## config.mk

```make
export PLATFORM = sky130hd
export DESIGN_NAME = fadd_arbiter
export DESIGN_NICKNAME = d
export VERILOG_FILES = /design/src/rtl/fadd_arbiter.sv
export SDC_FILE = /design/constraint.sdc
export NUM_CORES = 1
export LEC_CHECK = 0
export ABC_AREA = 1
export BUFFER_PORTS_ARGS = -buffer_cell sky130_fd_sc_hd__buf_2
export CAP_MARGIN = 20
export CORE_MARGIN = 2
export CORE_UTILIZATION = 50
export DETAILED_ROUTE_END_ITERATION = 12
export PLACE_DENSITY = 0.85
export SLEW_MARGIN = 40
export SYNTH_ARGS = -nofsm -noshare
export SYNTH_HDL_FRONTEND = slang
export SYNTH_SLANG_ARGS = --single-unit
```

## constraint.sdc

```tcl
create_clock -name clk -period 12.1 [get_ports clk]
set_clock_uncertainty 0.05 [all_clocks]
set_input_delay 0.605 -clock clk [delete_from_list [all_inputs] [get_ports clk]]
set_output_delay 0.605 -clock clk [all_outputs]
set_load 0.02 [all_outputs]
```

## src/rtl/fadd_arbiter.sv

```systemverilog
// Round-robin arbiter sharing one pipelined FAdd between requesters A and B; result pulses LAT+2 clocks after grant.
// Backpressure: one grant per cycle via valid/ready; results are never stalled, so requesters must take every pulse.
module fadd_arbiter #(
   parameter int LAT = 2
) (
   input  logic        clk,
   input  logic        rst,
   input  logic        a_valid,
   input  logic        b_valid,
   output logic        a_ready,
   output logic        b_ready,
   input  logic [31:0] a_in1,
   input  logic [31:0] a_in2,
   input  logic [31:0] b_in1,
   input  logic [31:0] b_in2,
   input  logic        a_op,
   input  logic        b_op,
   output logic [31:0] fa_in1,
   output logic [31:0] fa_in2,
   output logic        fa_op,
   input  logic [31:0] fa_out,
   output logic        a_res_valid,
   output logic        b_res_valid,
   output logic [31:0] a_res,
   output logic [31:0] b_res,
   output logic        idle
);

   localparam int CW = $clog2(LAT + 3);

   logic          ptr;       // 0: A has priority, 1: B has priority
   logic          hs_a;
   logic          hs_b;
   logic          hs;
   logic [LAT:0]  tag_vld;
   logic [LAT:0]  tag_id;    // 0: A, 1: B
   logic [CW-1:0] inflight;
   logic          res_pulse;

   assign a_ready   = a_valid & (~b_valid | ~ptr);
   assign b_ready   = b_valid & (~a_valid | ptr);
   assign hs_a      = a_valid & a_ready;
   assign hs_b      = b_valid & b_ready;
   assign hs        = hs_a | hs_b;
   assign res_pulse = a_res_valid | b_res_valid;
   assign idle      = ~a_valid & ~b_valid & (inflight == '0);

   always_ff @(posedge clk or posedge rst) begin
      if (rst) begin
         ptr    <= 1'b0;
         fa_in1 <= '0;
         fa_in2 <= '0;
         fa_op  <= 1'b0;
      end else if (hs) begin
         ptr    <= hs_a;
         fa_in1 <= hs_b ? b_in1 : a_in1;
         fa_in2 <= hs_b ? b_in2 : a_in2;
         fa_op  <= hs_b ? b_op  : a_op;
      end
   end

   // Tags track the FAdd pipeline one stage ahead of fa_out so the last stage lines up with the result.
   always_ff @(posedge clk or posedge rst) begin
      if (rst) begin
         tag_vld <= '0;
         tag_id  <= '0;
      end else begin
         tag_vld <= {tag_vld[LAT-1:0], hs};
         tag_id  <= {tag_id[LAT-1:0], hs_b};
      end
   end

   always_ff @(posedge clk or posedge rst) begin
      if (rst) begin
         a_res_valid <= 1'b0;
         b_res_valid <= 1'b0;
         a_res       <= '0;
         b_res       <= '0;
      end else begin
         a_res_valid <= tag_vld[LAT] & ~tag_id[LAT];
         b_res_valid <= tag_vld[LAT] & tag_id[LAT];
         if (tag_vld[LAT] & ~tag_id[LAT]) a_res <= fa_out;
         if (tag_vld[LAT] & tag_id[LAT])  b_res <= fa_out;
      end
   end

   always_ff @(posedge clk or posedge rst) begin
      if (rst) begin
         inflight <= '0;
      end else if (hs & ~res_pulse) begin
         inflight <= inflight + CW'(1);
      end else if (~hs & res_pulse) begin
         inflight <= inflight - CW'(1);
      end
   end

endmodule

```

==> impl_summary.log <==
INFO  metric result_of_the_run = finished clean
INFO  metric crit_start = b_valid
INFO  metric timing.hold.worst.class = in -> async
INFO  metric place.gp.congestion = 0.871
INFO  metric final_min_period_over_clock_period = 0.221
INFO  metric core = 0.0125 mm^2
INFO  metric final-max-slew-violation-count = 0
INFO  metric synth_seq_area_share = 0.557
INFO  metric drcViolationCount = 0
INFO  metric cpPeakStageDelay = ~0.54 ns
INFO  metric grt_overflow_total = 0
INFO  metric crit_buf_inv = 5
INFO  metric worstPathCellList = buf_2, buf_4, nand2_2, buf_4, inv_2, buf_2
INFO  metric timing_worst_slew_pin_value = 0.694 ns
INFO  metric post_synthesis_instance_area = about 0.0063 mm^2
INFO  metric routed-via-count = 6,021
INFO  metric avgSynthCellArea = 7.59 um^2
INFO  metric wire_length_of_the_first_global_routing_pass = about 25,000 um
INFO  metric clock_insertion_delay_worst_skew = 0.40 ns
INFO  metric first_global_vias = 5,398
INFO  metric ir_drop = 79.7 uV
INFO  metric static-leakage-power = 5.25 nW
INFO  metric worstPathArrival = ~2 ns
INFO  metric post-synth-top-area-fraction = 0.557
INFO  metric post_cts_resized = 0
INFO  metric tritoncts.num_buffers = 17
INFO  metric io-pin-count = 300
INFO  metric cts-htree-levels = 4
INFO  metric worst_reg_to_reg_setup_slack = 10.43 ns
INFO  metric synth_cells = ~830
INFO  metric crit_fanout = 69
INFO  metric clk_transition_reported_paths = 0.06 ns
INFO  metric cts_setup_buffers = 0
INFO  metric slew_headroom = 0.538
INFO  metric finalWorstPathRequiredPeriod = 2.68 ns
INFO  metric finalSetupTns = 0 ns
INFO  metric vias_per_cell = ~4.6
INFO  metric layout-area-overhead-vs-synth = 34.5%
INFO  metric core.rowCount = 41
INFO  metric grt_max_degree = 77
INFO  metric power-per-cell-area = 173 mW/mm^2
INFO  metric syn-num-nets = 1,002
INFO  metric ctsRootBufferMaster = sky130_fd_sc_hd__clkbuf_16
INFO  metric cp.required = roughly 11 ns
INFO  metric post_drt_wl_per_cell = 12.7 um
INFO  metric worst-setup-path-type = in -> out
INFO  metric dr.pass1.iters = 5
INFO  metric synth.yosys.warnings = 0
INFO  metric finalSetupViolCount = 0
INFO  metric postRouteAntennaNets = 0
INFO  metric antenna_cells = 0
INFO  metric most_frequent_standard_cell_in_the_layout_excluding_fill_and_tap_cells = sky130_fd_sc_hd__nand2_1
INFO  metric drtIter0Drc = between 400 and 500
INFO  metric grt_use_total = 0.241
INFO  metric clockBufferDepth = 2
INFO  metric crit_path_end_kind = output pin
INFO  metric drt_wl_total = between 15,000 and 20,000 um
INFO  metric io_port_bufs = 299
INFO  metric final_cell_mix = sky130_fd_sc_hd__nand2_1 (462), sky130_fd_sc_hd__buf_2 (299), sky130_fd_sc_hd__dfrtp_1 (141)
INFO  metric setup_repair_after_global_routing_missed_its_margin = false
INFO  metric finalPower = around 1.5 mW
INFO  metric rr_startpoint = ptr
INFO  metric yosys.area.top_type = sky130_fd_sc_hd__dfrtp_1
INFO  metric die_area = around 0.014 mm^2
INFO  metric crit_cells = 6
INFO  metric startpoint_type = input port
INFO  metric number_of_flip_flops_and_latches_in_the_synthesized_netlist = 141
INFO  metric die_w = 117 um
INFO  metric nets = 1,282
INFO  metric netlist-cell-type-count = 18
INFO  metric critical_path.top_delay_family = buffers and inverters
INFO  metric ys_top_cells_by_area = sky130_fd_sc_hd__dfrtp_1 (56%), sky130_fd_sc_hd__nand2_1 (28%), sky130_fd_sc_hd__inv_1 (6.3%)
INFO  metric report.final.hold_viol_count = 0
INFO  metric hpwlAfterDp = 11,700 um
INFO  metric max_clock_freq = 374 MHz
INFO  metric cts_hold_repair.buffers = 0
INFO  metric antenna_found_initial = 0
INFO  metric max_capacitance_violation_count = 0
INFO  metric die_h = 117 um
INFO  metric starting_density_of_the_core = 0.508
INFO  metric cells_on_worst_reg2reg_path = 7
INFO  metric critical-path-slowest-cell = sky130_fd_sc_hd__buf_4
INFO  metric drive_above_1_share = 0.305
INFO  metric tritoncts = done
INFO  metric clock_sinks = around 140
## power by group
part / internal (mW) / leakage [nW] / switching (mW)
clock network: 0.367 / 0.314 / 0.199
logic: 0.109 / 3.23 / 0.215
registers: 0.541 / 1.70 / 0.0417
total: 1.02 / 5.25 / 0.456
## worst reg2reg max path, stage by stage (launching register included)
cell,delay (ns)
sky130_fd_sc_hd__dfrtp_1,0.39
sky130_fd_sc_hd__inv_1,0.07
sky130_fd_sc_hd__nand2_1,0.07
sky130_fd_sc_hd__nand2_2,0.05
sky130_fd_sc_hd__buf_4,0.54
sky130_fd_sc_hd__nand2_1,0.18
sky130_fd_sc_hd__nand2_1,0.12
sky130_fd_sc_hd__nand2_1,0.07
## layer usage
layer	track usage	routed length, um	vias to the layer above
li1	-	-	3017
met1	0.291	6730	2688
met2	0.409	7910	280
met3	0.0654	1360	36
met4	0.102	483	0
met5	0	0	-
## cell type report
type	count	area [um^2]
clock buffers	18	429
clock inverters	14	216
fillers	1036	3950
inverters	110	418
multi-input cells	540	2170
flip-flops and latches	141	3530
well taps	172	215
repair buffers	304	1540
## cell usage after synthesis (all sizes together)
| cell | instances |
|---|---|
| nor2 | 2 |
| dfrtp | 141 |
| nand2 | 465 |
| xnor2 | 1 |
| ha | 1 |
| fa | 1 |
| inv | 110 |
| nand3 | 1 |
| buf | 34 |
| nor3 | 1 |
| o21ai | 66 |
| nand4 | 1 |
| clkbuf | 9 |
| or2 | 1 |
## through the flow
stage               utilization  hold slack, ns  cell area [um^2]  instances  setup WS [ns]
finish                    0.683           0.218              8510       1299           9.42
global route              0.683           0.260              8510       1299           9.31
CTS                       0.683           0.235              8510       1299           9.45
detailed placement        0.631           0.292              7870       1267           9.46
global placement          0.630           0.283              7860       1267           9.48
floorplan                     -           0.281              6330        834           7.66
## path summary, 6_finish.rpt
check,endpoint
hold / removal,tag_id[0]
hold reg to reg,tag_vld[1]
max in group asynchronous,a_res[10]
setup / recovery,b_ready
min in group clk,tag_vld[1]
setup reg to reg,fa_in2[8]
## cell families (layout without fill, tap and decap cells)
family          after synthesis  count (layout)  synth area share
flops                       141             141             0.557
simple gates                471             471             0.282
buf+inv                     153             446             0.103
xor+xnor                      1               1           0.00138
compound gates               66              66            0.0522
fa+ha+maj                     2               2           0.00514
## registers in the layout, indices dropped and copies added, names as in the netlist
register and cells:
b_res 32, fa_op 1, b_res_valid 1, fa_in1 32, ptr 1, tag_id 3
tag_vld 3, a_res_valid 1, a_res 32, fa_in2 32, inflight 3
(Power assumes the default switching activity.)
